===== src/rtl/load_scoreboard_if.sv =====
// Handshake and status bundle between the memory stage / decode and the load scoreboard.
// The core side drives issue/response/decode sources; the scoreboard returns stall and status.
interface load_scoreboard_if #(
  parameter int unsigned DEPTH = 4
) ();
  logic                     issue_valid;
  logic [4:0]               issue_rd;
  logic                     resp_valid;
  logic [4:0]               Rs1D;
  logic [4:0]               Rs2D;
  logic                     StallLdD;
  logic                     full;
  logic [4:0]               wb_rd;
  logic [31:0]              busy;
  logic [$clog2(DEPTH):0]   pending;
  logic                     err_overflow;
  logic                     err_underflow;

  modport master (
    output issue_valid, issue_rd, resp_valid, Rs1D, Rs2D,
    input  StallLdD, full, wb_rd, busy, pending, err_overflow, err_underflow
  );

  modport slave (
    input  issue_valid, issue_rd, resp_valid, Rs1D, Rs2D,
    output StallLdD, full, wb_rd, busy, pending, err_overflow, err_underflow
  );
endinterface


===== src/rtl/load_scoreboard.sv =====
// Tracks destination registers of outstanding variable-latency loads and raises a decode
// stall while any source register still waits on one; loads retire in issue order.
module load_scoreboard #(
  parameter int unsigned DEPTH = 4,
  parameter int unsigned CNT_W = 2
) (
  input logic              clk,
  input logic              reset,
  load_scoreboard_if.slave bus
);
  localparam int unsigned AW = $clog2(DEPTH);
  localparam int unsigned PW = AW + 1;
  localparam logic [CNT_W-1:0] CntMax = '1;
  localparam logic [AW:0] DepthW = DEPTH[AW:0];

  logic [4:0]       fifo_q [DEPTH];
  logic [AW:0]      wr_q, rd_q;
  logic [CNT_W-1:0] cnt_q [32];
  logic [CNT_W-1:0] cnt_d [32];
  logic             err_ovf_q, err_udf_q;

  logic        empty, full, pop, push, issue_nz, sat;
  logic [4:0]  head;
  logic [AW:0] occ;
  logic [31:0] busy;
  logic        hit1, hit2;

  // Extra wrap bit on the pointers separates full from empty.
  assign occ      = wr_q - rd_q;
  assign empty    = (wr_q == rd_q);
  assign full     = (occ == DepthW);
  assign head     = fifo_q[rd_q[AW-1:0]];
  assign pop      = bus.resp_valid & ~empty;
  assign issue_nz = bus.issue_valid & (bus.issue_rd != 5'd0);
  assign sat      = (cnt_q[bus.issue_rd] == CntMax);
  // A same-cycle pop frees a slot, so a full FIFO can still accept.
  assign push     = issue_nz & ~sat & (~full | pop);

  always_comb begin
    for (int i = 0; i < 32; i++) begin
      cnt_d[i] = cnt_q[i];
      if (push && bus.issue_rd == 5'(i)) cnt_d[i] = cnt_d[i] + CNT_W'(1);
      if (pop && head == 5'(i))          cnt_d[i] = cnt_d[i] - CNT_W'(1);
    end
  end

  always_ff @(posedge clk or posedge reset) begin
    if (reset) begin
      wr_q      <= '0;
      rd_q      <= '0;
      err_ovf_q <= 1'b0;
      err_udf_q <= 1'b0;
      for (int i = 0; i < int'(DEPTH); i++) fifo_q[i] <= '0;
      for (int i = 0; i < 32; i++) cnt_q[i] <= '0;
    end else begin
      if (push) begin
        fifo_q[wr_q[AW-1:0]] <= bus.issue_rd;
        wr_q                 <= wr_q + PW'(1);
      end
      if (pop) rd_q <= rd_q + PW'(1);
      for (int i = 0; i < 32; i++) cnt_q[i] <= cnt_d[i];
      if (issue_nz && !push)             err_ovf_q <= 1'b1;
      if (bus.resp_valid && empty)       err_udf_q <= 1'b1;
    end
  end

  always_comb begin
    busy = '0;
    for (int i = 1; i < 32; i++) busy[i] = (cnt_q[i] != '0);
  end

  // busy is registered, so a completing response keeps the stall for its own cycle.
  assign hit1 = (bus.Rs1D != 5'd0) &
                (busy[bus.Rs1D] | (bus.issue_valid & (bus.issue_rd == bus.Rs1D)));
  assign hit2 = (bus.Rs2D != 5'd0) &
                (busy[bus.Rs2D] | (bus.issue_valid & (bus.issue_rd == bus.Rs2D)));

  assign bus.StallLdD      = hit1 | hit2;
  assign bus.full          = full;
  assign bus.wb_rd         = pop ? head : 5'd0;
  assign bus.busy          = busy;
  assign bus.pending       = occ;
  assign bus.err_overflow  = err_ovf_q;
  assign bus.err_underflow = err_udf_q;
endmodule


===== src/flat_wrapper.sv =====
// flat-port wrapper written by rule: the top's interface ports become plain ports
module load_scoreboard_flat 
#(
  parameter int unsigned DEPTH = 4,
  parameter int unsigned CNT_W = 2
)
  (clk, reset, bus_issue_valid, bus_issue_rd, bus_resp_valid, bus_Rs1D, bus_Rs2D, bus_StallLdD, bus_full, bus_wb_rd, bus_busy, bus_pending, bus_err_overflow, bus_err_underflow);
  load_scoreboard_if #(.DEPTH(DEPTH)) bus_i ();
  input logic clk;
  input logic reset;
  input wire logic [$bits(bus_i.issue_valid)-1:0] bus_issue_valid;
  input wire logic [$bits(bus_i.issue_rd)-1:0] bus_issue_rd;
  input wire logic [$bits(bus_i.resp_valid)-1:0] bus_resp_valid;
  input wire logic [$bits(bus_i.Rs1D)-1:0] bus_Rs1D;
  input wire logic [$bits(bus_i.Rs2D)-1:0] bus_Rs2D;
  output wire logic [$bits(bus_i.StallLdD)-1:0] bus_StallLdD;
  output wire logic [$bits(bus_i.full)-1:0] bus_full;
  output wire logic [$bits(bus_i.wb_rd)-1:0] bus_wb_rd;
  output wire logic [$bits(bus_i.busy)-1:0] bus_busy;
  output wire logic [$bits(bus_i.pending)-1:0] bus_pending;
  output wire logic [$bits(bus_i.err_overflow)-1:0] bus_err_overflow;
  output wire logic [$bits(bus_i.err_underflow)-1:0] bus_err_underflow;
  assign bus_i.issue_valid = bus_issue_valid;
  assign bus_i.issue_rd = bus_issue_rd;
  assign bus_i.resp_valid = bus_resp_valid;
  assign bus_i.Rs1D = bus_Rs1D;
  assign bus_i.Rs2D = bus_Rs2D;
  assign bus_StallLdD = bus_i.StallLdD;
  assign bus_full = bus_i.full;
  assign bus_wb_rd = bus_i.wb_rd;
  assign bus_busy = bus_i.busy;
  assign bus_pending = bus_i.pending;
  assign bus_err_overflow = bus_i.err_overflow;
  assign bus_err_underflow = bus_i.err_underflow;
  load_scoreboard #(.DEPTH(DEPTH), .CNT_W(CNT_W)) u_core (.clk(clk), .reset(reset), .bus(bus_i));
endmodule

===== config.mk =====
export PLATFORM = sky130hd
export DESIGN_NAME = load_scoreboard_flat
export DESIGN_NICKNAME = d
export VERILOG_FILES = /design/src/rtl/load_scoreboard_if.sv /design/src/rtl/load_scoreboard.sv /design/src/flat_wrapper.sv
export SDC_FILE = /design/constraint.sdc
export NUM_CORES = 1
export LEC_CHECK = 0
export ABC_AREA = 1
export BUFFER_PORTS_ARGS = -buffer_cell sky130_fd_sc_hd__buf_2
export CAP_MARGIN = 40
export CORE_MARGIN = 2
export CORE_UTILIZATION = 67
export DETAILED_ROUTE_END_ITERATION = 12
export GPL_ROUTABILITY_DRIVEN = 0
export PLACE_DENSITY = 0.92
export SLEW_MARGIN = 30
export SYNTH_ARGS = -nofsm -noshare
export SYNTH_HDL_FRONTEND = slang
export SYNTH_SLANG_ARGS = --single-unit

===== constraint.sdc =====
create_clock -name clk -period 4.94 [get_ports clk]
set_input_delay 0.494 -clock clk [delete_from_list [all_inputs] [get_ports clk]]
set_output_delay 0.494 -clock clk [all_outputs]
set_load 0.05 [all_outputs]

* Yosys cells after proc, flatten, opt, wreduce, memory -nomap -nowiden
Cells that the tools add are included.
Storage, ports and cells: bits of input ports 19, register bits after elaboration 92, logic and storage cells 380, output and inout bits 44
Operators by class: bitwise operators 18, muxes and demuxes 78, equal/unequal tests 67, add/subtract/negate cells 67, magnitude comparators 6, reduce and logical (&&, ||, !) cells 104
Operators by type and width (count):
- 5-bit equality test (second input constant) | 32
- 2-bit 2-to-1 mux | 66
- 5-bit by 4-bit equality test with 1-bit output (second input constant) | 16
- 1-bit logical AND | 67
- 2-bit by 1-bit adder with 2-bit output (second input constant) | 32
- 2-bit by 1-bit subtractor with 2-bit output (second input constant) | 32
- 2-bit nonzero test | 31
- 5-bit by 3-bit equality test with 1-bit output (second input constant) | 8
- 20-bit bitwise mux | 1
- 5-bit by 2-bit equality test with 1-bit output (second input constant) | 4
- 5-bit 2-to-1 mux | 4
- 5-bit nonzero test | 3
- 5-bit by 6-bit < comparator with 1-bit output (second input constant) | 2
- 1-bit binary-select mux with 5-bit select | 2
- 2-bit binary-select mux with 5-bit select | 1
- 5-bit binary-select mux with 2-bit select | 1
- 5-bit demux with 2-bit select | 1
- 5-bit by 1-bit equality test with 1-bit output (second input constant) | 2
- 5-bit equality test | 2
- 5-bit logical NOT | 2
- 1-bit AND | 8
- 3-bit by 1-bit adder with 3-bit output (second input constant) | 2
- 3-bit greater-or-equal comparator (second input constant) | 2
- 6-bit greater-or-equal comparator (second input constant) | 1
- other kinds (11) | 18

* Logic depth before layout (Yosys ltp)
Gate-level depths: netlist of run 1.
word-level depth 12, mapped depth 20

* Worst setup path before layout of run 1
OpenSTA, ideal clock, no wires.
path type register -> register, start point register u_core.wr_q[0], end point register u_core.cnt_q[35] in the netlist's numbering, cell stages (with the launch flop) 16, library setup time 0.117 ns, slack 1.967 ns, required time 4.823 ns, arrival time 2.856 ns, path through dfrtp_1 inv_1 ha_1 fa_1 xor2_1 nor2_1 a21oi_4 nand2_2 inv_2 buf_6 nand2_1 nand2_1 nand2_1 nand2_1 nand2_1 nand2_1
RTL lines:
- start: declaration | RTL line load_scoreboard.sv:17 | logic [AW:0] wr_q, rd_q;
- start signal: assignment | RTL line load_scoreboard.sv:58 | wr_q <= wr_q + PW'(1);
- end: declaration | RTL line load_scoreboard.sv:18 | logic [CNT_W-1:0] cnt_q [32];

* Final worst setup path of run 1
start point register u_core.rd_q[1], end point register u_core.fifo_q[2] in the netlist's numbering
Between the ends: cells in the longest elaborated chain, start to end 5, elaborated cells on any way between the ends 8
Ends and longest elaborated chain:
- start: declaration | RTL line load_scoreboard.sv:17
- start signal: assignment | RTL line load_scoreboard.sv:60 | if (pop) rd_q <= rd_q + PW'(1);
- 3-bit subtractor or 3-bit equality test (tied branches) | RTL line load_scoreboard.sv:29, load_scoreboard.sv:30
- 3-bit equality test or 1-bit NOT (tied branches) | RTL line load_scoreboard.sv:31, load_scoreboard.sv:33
- 1-bit NOT or 1-bit AND (tied branches) | RTL line load_scoreboard.sv:37, load_scoreboard.sv:33
- 1-bit OR (*) | RTL line load_scoreboard.sv:37 | assign push = issue_nz & ~sat & (~full | pop);
- 1-bit AND (*) | RTL line load_scoreboard.sv:37
- end signal: indexed assignment | RTL line load_scoreboard.sv:57 | fifo_q[wr_q[AW-1:0]] <= bus.issue_rd;
- end: declaration | RTL line load_scoreboard.sv:16 | logic [4:0] fifo_q [DEPTH];
Every way passes the cells marked *; elsewhere a longest branch is shown, timed or not. A chain may end at the register's enable or synchronous reset.

==> impl_metrics.toml, run 1 <==
[place]
io_buffers = 61
hpwl_um = 16970

[synthesis]
avgSynthCellArea_um2 = 6.386
ys_seq_area_share_pct = 28.50
syn_nets = 1323
yosysWarnings = 0
yosysTopAreaCell = "dfrtp_1"
yosysTopAreaCellShare_pct = 28.50
yosysMostFrequentCell = "nand2_1"
synth_edf_count = 0
ys_ff_latch = 92
synth-async-reset-ratio_pct = 100.0
ys_dominant_reg_cell = "dfrtp_1"
netlist_top_cells_area = "dfrtp_1, nand2_1, nand3_1"
synth.distinct_cells = 38
synth_cells = 1265
synth_commonest_cells = "nand2_1, inv_1, nand3_1"
syn_area_mm2 = 0.008078

[drt]
dr_total_vias = 8613
finalWirelength_um = 23300
drtPass1Iterations = 6
drtAntennaViolNets = 0
viasPerCell = 5.928
drc = 0
wl_per_cell_um = 16.04
drt_iter0_drc = 1268

[sta]
fin_crit_ps = 3803
maxSlewHeadroom_pct = 46.57
rsz0062_at_grt = "false"
tns_ps = 0
slew_violations = 0
period_share_pct = 76.99
finalSetupViolCount = 0
clock_skew_ps = 11.12
worst_slew_pin_slew_ps = 799.6
hold_viol_final = 0
fmax_mhz = 262.9

[status]
status = "completed"

[floorplan]
core_area_mm2 = 0.01191
die_h_um = 113.8
chipWidth_um = 113.8
rows = 40
pin_count = 63
dieArea_mm2 = 0.01295
initial_utilization_pct = 67.82

[global_routing]
grt_pass1_vias = 7948
use_met1_pct = 49.16
grt_max_degree = 59
grt_use_met3_pct = 8.767
antenna_found_initial = 0
use_met2_pct = 57.56
busiest_layer = "met2"
track_usage_pct = 37.29
overflow = 0
grt_pass1_wl_um = 38310

[cts]
cts_sinks = 92
cts_hold_repair.buffers = 0
htreeDepth = 3
cts_buffers = 9
path_clk_slew_ps = 70
clk_latency_ps = 370
cts_tree = "built"
cts-root-buf = "clkbuf_16"
cts_buffer_depth = 2
ctsResizeCount = 0
cts_setup_buffers = 0

[pwr]
vdd_drop_max_mv = 0.5094
p_leak_uw = 0.004702
power_density_mw_per_mm2 = 658.6

[worst_setup_path]
crit_path_end_kind = "register"
criticalPathCategory = "reg -> reg"
crit_path_max_incr_delay_ps = 640
path_cells = "clkinv_1, ha_1, a31oi_4, inv_2, a21oi_4, nand2_2, nor2_4, inv_2, nor2_4, nor2_1, a21oi_1"
crit_arrival_ps = 4090
cp_slowest_cell = "nor2_4"
cp_max_fo = 35
path_delay_family = "simple AND/OR/NAND/NOR gates"
cp.required_ps = 5230
critPathLaunchType = "register"
cp_num_buf_inv = 3

[job]
drv_cap = 0

[cells_and_area]
post-route-util_pct = 73.38
syn2layout_area_growth_pct = 8.209
drive_gt1_share_pct = 7.580
diodes = 0
nets = 1359

[worst_hold_path]
hold_class = "in -> async"
## stage by stage
stage	setup slack, ps	cells	area (um2)	total power (uW)	hold WS (ps)
floorplan	1967	1265	8078	4128	442.0
global placement	1302	1436	8396	4782	458.8
detailed placement	1249	1436	8396	4896	464.3
CTS	1231	1452	8713	5680	159.3
global route	885.7	1453	8741	6187	190.2
finish	1137	1453	8741	5757	140.4
## final timing paths
path                                   from                  endpoint  slack, ps  cells past startpoint
max in group asynchronous             reset          u_core.cnt_q[47]       3930                      4
max reg2reg                  u_core.rd_q[1]          u_core.fifo_q[2]       1140                     11
max                          u_core.rd_q[1]          u_core.fifo_q[2]       1140                     11
min reg2reg                u_core.cnt_q[63]          u_core.cnt_q[63]        490                      1
min                                   reset          u_core.cnt_q[31]        140                      2
min in group clk             bus_resp_valid  u_core.bus.err_underflow        430                      3
## layout make-up
type                    instances  area, um2
inverters                     194      730.7
clock buffers                   9      225.2
repair buffers                 65      355.3
well taps                     147      183.9
multi-input cells             939       4851
clock inverters                 7      92.59
fillers                       961       3171
flip-flops and latches         92       2302
## routing by layer
layer / vias to the layer above / part of all wire (%)
met5: - / 0
met4: 0 / 5.6
met3: 135 / 12
met2: 583 / 44
met1: 3837 / 39
li1: 4058 / -
## flip-flops by register name (all words and copies together) (netlist names)
| signal | flops |
|---|---|
| u_core.bus.err_overflow | 1 |
| u_core.bus.err_underflow | 1 |
| u_core.cnt_q | 64 |
| u_core.fifo_q | 20 |
| u_core.rd_q | 3 |
| u_core.wr_q | 3 |
## power breakdown
group          leakage [uW]  total (uW)  internal [uW]  switching, uW
Sequential          0.00103        1440           1120            315
Combinational       0.00352        3550           1110           2440
Clock              0.000156         767            407            360
Total               0.00470        5760           2640           3120
## kinds of logic (layout without fill, tap and decap cells)
kind of cell	count (synthesis)	in the layout	synth area share (%)
flip-flops	92	92	28.50
AO/OA/AOI/OAI	117	117	8.024
XOR/XNOR	41	41	7.094
adder cells (fa/ha/maj)	39	39	6.134
other	1	1	0.04642
buffers and inverters	234	275	11.45
AND/OR/NAND/NOR	741	741	38.75
## cell usage in the layout, fill, tap and decap left out, drive strengths merged, types with 16 or more instances in the layout
cell	netlist	final
nand2	450	450
inv	189	193
nand3	146	146
nor2	105	105
dfrtp	92	92
buf	21	65
a21oi	51	51
o21ai	51	51
ha	38	38
nand4	19	19
xnor2	18	18
nand3b	16	16
No activity file was read; power rests on OpenSTA's default activity.
==> run 2: changes to the inputs <==
ABC_AREA = 0   (was 1)
CORE_UTILIZATION = 56   (was 67)
PLACE_DENSITY = 0.82   (was 0.92)
clock period = 3.3 ns   (was 4.94 ns; I/O delays follow)
==> impl_metrics.toml, run 2 <==
[floorplan]
dieArea_mm2 = 0.01528
core_area_mm2 = 0.01393
rows = 43
die_h_um = 123.6
chipWidth_um = 123.6
initial_utilization_pct = 57.48
pin_count = 63

[sta]
slew_violations = 0
maxSlewHeadroom_pct = 45.11
hold_viol_final = 0
period_share_pct = 94.68
worst_slew_pin_slew_ps = 823.4
post-route-worst-setup-slack_ps = 175.5
tns_ps = 0
rsz0062_at_grt = "false"
clock_skew_ps = 9.921
fmax_mhz = 320.1
fin_crit_ps = 3124
whs_ps = 0.8333
finalSetupViolCount = 0

[global_routing]
antenna_found_initial = 0
grt_pass1_wl_um = 34520
overflow = 0
track_usage_pct = 30.06
grt_max_degree = 38
grt_pass1_vias = 6541

[place]
dp_slack_ps = 163.3
hpwl_um = 16590
io_buffers = 61

[synthesis]
yosysWarnings = 0
yosysTopAreaCell = "dfrtp_1"
synth-async-reset-ratio_pct = 100.0
ys_ff_latch = 92
synth_compound_area_share_pct = 14.73
synthXorXnorAreaFrac_pct = 10.14
synth_top_family_by_area = "multiplexers"
synth.area.mux_share_pct = 18.23
yosysTopAreaCellShare_pct = 28.74
syn_nets = 868
ys_dominant_reg_cell = "dfrtp_1"
yosysMostFrequentCell = "inv_1"
synth_fa_ha_area_share_pct = 6.186
netlist_top_cells_area = "dfrtp_1, mux4_2, xnor2_1"
avgSynthCellArea_um2 = 9.889
syn_area_mm2 = 0.008010
synth.distinct_cells = 60
ys_seq_area_share_pct = 28.74
synth_commonest_cells = "inv_1, dfrtp_1, xnor2_1"
synth_cells = 810
synthSimpleGateAreaFrac_pct = 13.95
synth_edf_count = 0

[cts]
ctsResizeCount = 0
cts_tree = "built"
cts_setup_buffers = 0
cts_buffers = 9
path_clk_slew_ps = 70
clk_latency_ps = 360
htreeDepth = 3
cts_hold_repair.buffers = 0
cts_buffer_depth = 2
cts-root-buf = "clkbuf_16"
cts_sinks = 92

[drt]
drtAntennaViolNets = 0
wl_per_cell_um = 20.33
dr_total_vias = 6660
finalWirelength_um = 21720
drtPass1Iterations = 5
viasPerCell = 6.236
drc = 0
drt_iter0_drc = 746

[worst_setup_path]
critPathLaunchType = "register"
crit_path_end_kind = "primary output"
cp.required_ps = 2970
cp_num_buf_inv = 2
path_cells = "inv_1, ha_1, mux4_2, mux4_2, a21oi_1, o21ai_0, nand2_1, buf_2"
timing.critical_path.mode_cell = "mux4_2"
cp_max_fo = 5
path_delay_family = "multiplexers"
cp_slowest_cell = "mux4_2"
crit_path_max_incr_delay_ps = 510
criticalPathCategory = "reg -> out"
crit_arrival_ps = 2790

[worst_hold_path]
hold_class = "in -> async"

[cells_and_area]
syn2layout_area_growth_pct = 11.40
diodes = 0
layout_commonest_cell = "inv_1"
top_register = "u_core.cnt_q"
largest_reg_flops = 64
final_cell_mix = "inv_1, dfrtp_1, xnor2_1"
reg_top3 = "u_core.cnt_q x64, u_core.fifo_q x20"
nets = 942
drive_gt1_share_pct = 26.24

[pwr]
total_power_uw = 9374
power_density_mw_per_mm2 = 1050
vdd_drop_max_mv = 0.5190
p_leak_uw = 0.003593

[status]
status = "completed"

[job]
drv_cap = 0
-- run 2: layout make-up --
type / instances / area [um2]
Multi-Input combinational cell: 564 / 5069
Fill cell: 1078 / 5011
Timing Repair Buffer: 100 / 598.1
Inverter: 117 / 441.7
Clock buffer: 12 / 266.5
Tap cell: 180 / 225.2
Sequential cell: 92 / 2302
Clock inverter: 3 / 21.27
-- run 2: final timing paths --
| path | slack (ps) | startpoint | end | cells past startpoint |
|---|---|---|---|---|
| max | 180 | u_core.cnt_q[32] | bus_StallLdD | 8 |
| min | 0.8 | reset | u_core.cnt_q[57] | 2 |
| max reg2reg | 350 | u_core.wr_q[0] | u_core.cnt_q[27] | 10 |
| min reg2reg | 470 | u_core.bus.err_underflow | u_core.bus.err_underflow | 1 |
| max in group asynchronous | 2490 | reset | u_core.cnt_q[15] | 3 |
| min in group clk | 270 | bus_resp_valid | u_core.bus.err_underflow | 2 |
-- run 2: cells by family (layout without fill, tap and decap cells) --
logic type | count (synthesis) | count (layout)
AND/OR/NAND/NOR | 217 | 217
buffers and inverters | 154 | 232
AO/OA/AOI/OAI | 122 | 122
multiplexers | 94 | 94
flip-flops | 92 | 92
XOR/XNOR | 91 | 91
adder cells (fa/ha/maj) | 39 | 39
other | 1 | 1
-- run 2: worst register-to-register path, cell delays in order, from the launching register on --
cell	delay, ps
dfrtp_1	410
inv_1	120
ha_1	210
fa_1	370
xor3_1	230
nand3_1	250
o21ai_4	550
a2111oi_2	130
buf_4	200
nor2b_1	130
o32ai_1	260
-- run 2: layer usage --
layer | track usage (%) | part of all wire [%]
met1 | 40.42 | 40
met2 | 47.05 | 47
met3 | 5.449 | 8.7
met4 | 14.70 | 4.6
met5 | 0 | 0
-- run 2: metrics by stage --
stage | utilization [%] | instance area, um2 | std cells
finish | 64.04 | 8924 | 1068
global route | 64.04 | 8924 | 1068
CTS | 63.98 | 8916 | 1067
detailed placement | 61.92 | 8628 | 1052
global placement | 61.92 | 8628 | 1052
floorplan | - | 8010 | 810
-- run 2: power breakdown --
part,switching [uW],leakage (uW),internal (uW),total (uW)
clock,461,0.000141,569,1030
combinational,3860,0.00242,2250,6110
sequential,570,0.00103,1670,2240
total,4890,0.00359,4480,9370
==> run 3: changes to the inputs <==
CORE_UTILIZATION = 55   (was 56)
CTS_CLUSTER_DIAMETER = 50   (was default)
PLACE_DENSITY = 0.81   (was 0.82)
==> impl_metrics.toml, run 3 (synthesized netlist as in run 2, its figures left out) <==
[drt]
dr_wl_met2_um = 9862
finalWirelength_um = 20870
drt_iter0_drc = 571
wl_per_cell_um = 19.56
viasPerCell = 6.149
drtPass1Iterations = 5
drc = 0
met1_length_um = 8361
drtAntennaViolNets = 0
routed.top_layer = "met4"
dr_total_vias = 6561
wl_met3_um = 1753

[global_routing]
grt_pass1_wl_um = 33970
grt_pass1_vias = 6559
grt_max_degree = 48
antenna_found_initial = 0
track_usage_pct = 27.55
overflow = 0

[cts]
cts_tree = "built"
cts_buffers = 9
htreeDepth = 3
path_clk_slew_ps = 70
cts_buffer_depth = 2
clk_latency_ps = 360
cts_sinks = 92
cts-root-buf = "clkbuf_16"

[floorplan]
die_h_um = 124.7
pin_count = 63
core_area_mm2 = 0.01437
dieArea_mm2 = 0.01555
rows = 44
chipWidth_um = 124.7
initial_utilization_pct = 55.75

[sta]
slew_violations = 0
maxSlewHeadroom_pct = 47.61
clock_skew_ps = 6.519
fin_crit_ps = 3144
rsz0062_at_grt = "false"
tns_ps = 0
whs_ps = 53.68
fmax_mhz = 318.1
worst_slew_pin_slew_ps = 785.9
period_share_pct = 95.28
finalSetupViolCount = 0
hold_viol_final = 0

[worst_setup_path]
r2r-end = "u_core.cnt_q[13]"
cp_max_fo = 9
cp_slowest_cell = "a211oi_2"
critPathLaunchType = "register"
crit_arrival_ps = 3410
path_cells = "ha_1, fa_1, xor3_1, nand3_1, o21ai_4, a211oi_2, and3_1, mux2i_1"
path_delay_family = "compound AO/OA/AOI/OAI gates"
r2r_setup_slack_ps = 160
crit_path_end_kind = "register"
crit_path_max_incr_delay_ps = 590
reg2reg_from = "u_core.rd_q[0]"
cp.required_ps = 3570
criticalPathCategory = "reg -> reg"
cp_num_buf_inv = 0
reg2reg_depth = 8

[place]
hpwl_um = 15740
io_buffers = 61

[worst_hold_path]
hold_class = "in -> async"

[cells_and_area]
layout_commonest_cell = "inv_1"
nets = 936
largest_reg_flops = 64
top_register = "u_core.cnt_q"
diodes = 0
final_cell_mix = "inv_1, dfrtp_1, xnor2_1"
reg_top3 = "u_core.cnt_q x64, u_core.fifo_q x20"
syn2layout_area_growth_pct = 10.90
drive_gt1_share_pct = 25.71

[pwr]
total_power_uw = 9265
vdd_drop_max_mv = 0.5324
power_density_mw_per_mm2 = 1043
p_leak_uw = 0.003556

[status]
status = "completed"

[job]
drv_cap = 0
## run 3: cell types whose count changed in the layout (fill, tap and decap cells not counted)
cell	change
clkinvlp_4	+1
clkinv_4	-1
clkinv_2	+1
clkbuf_8	-2
buf_12	+1
buf_4	-7
clkbuf_1	+2
a21oi_2	+1
a21oi_1	-1
## run 3: layout make-up
class	instances	area (um2)
well taps	184	230.2
repair buffers	94	565.5
inverters	117	441.7
clock inverters	4	25.02
multi-input cells	564	5072
flip-flops and latches	92	2302
fillers	1135	5485
clock buffers	12	246.5
## run 3: worst max-delay path by stage
| stage | cells past startpoint | to | start | slack, ps |
|---|---|---|---|---|
| 3_5_place_dp | 7 | u_core.cnt_q[11] | bus_issue_rd[0] | 180 |
| 2_1_floorplan | 9 | u_core.cnt_q[7] | u_core.wr_q[0] | 250 |
| 5_1_grt | 8 | u_core.cnt_q[11] | u_core.rd_q[0] | 60 |
| 6_report | 8 | u_core.cnt_q[13] | u_core.rd_q[0] | 160 |
| 4_1_cts | 7 | u_core.cnt_q[11] | u_core.rd_q[0] | 160 |
| 3_3_place_gp | 7 | u_core.fifo_q[3] | bus_issue_rd[0] | 220 |
## run 3: power breakdown
| part | internal [uW] | leakage [uW] | total [uW] | switching (uW) |
|---|---|---|---|---|
| clock | 530 | 0.000129 | 987 | 458 |
| combinational | 2220 | 0.00239 | 6030 | 3810 |
| sequential | 1670 | 0.00103 | 2250 | 586 |
## run 3: routing by layer
layer | global-route usage, % | vias to the layer above
li1 | - | 2959
met1 | 36.16 | 3201
met2 | 43.07 | 326
met3 | 6.314 | 75
met4 | 13.62 | 0
met5 | 0 | -
## run 3: repair_timing
item / 4_1_cts / 5_1_grt
resized for setup: 0 / 1
setup endpoints to repair: 0 / 7
setup buffers: 0 / 0
hold endpoints to repair: 0 / 0
hold buffers: 0 / 0
## run 3: through the flow
stage / cell area, um2 / std cells / utilization, % / setup WS [ps]
after floorplan: 8010 / 810 / - / 250.1
after global placement: 8608 / 1051 / 59.91 / 223.6
after detailed placement: 8608 / 1051 / 59.91 / 181.4
after CTS: 8880 / 1067 / 61.80 / 158.7
after global routing: 8884 / 1067 / 61.83 / 63.07
final: 8884 / 1067 / 61.83 / 155.9
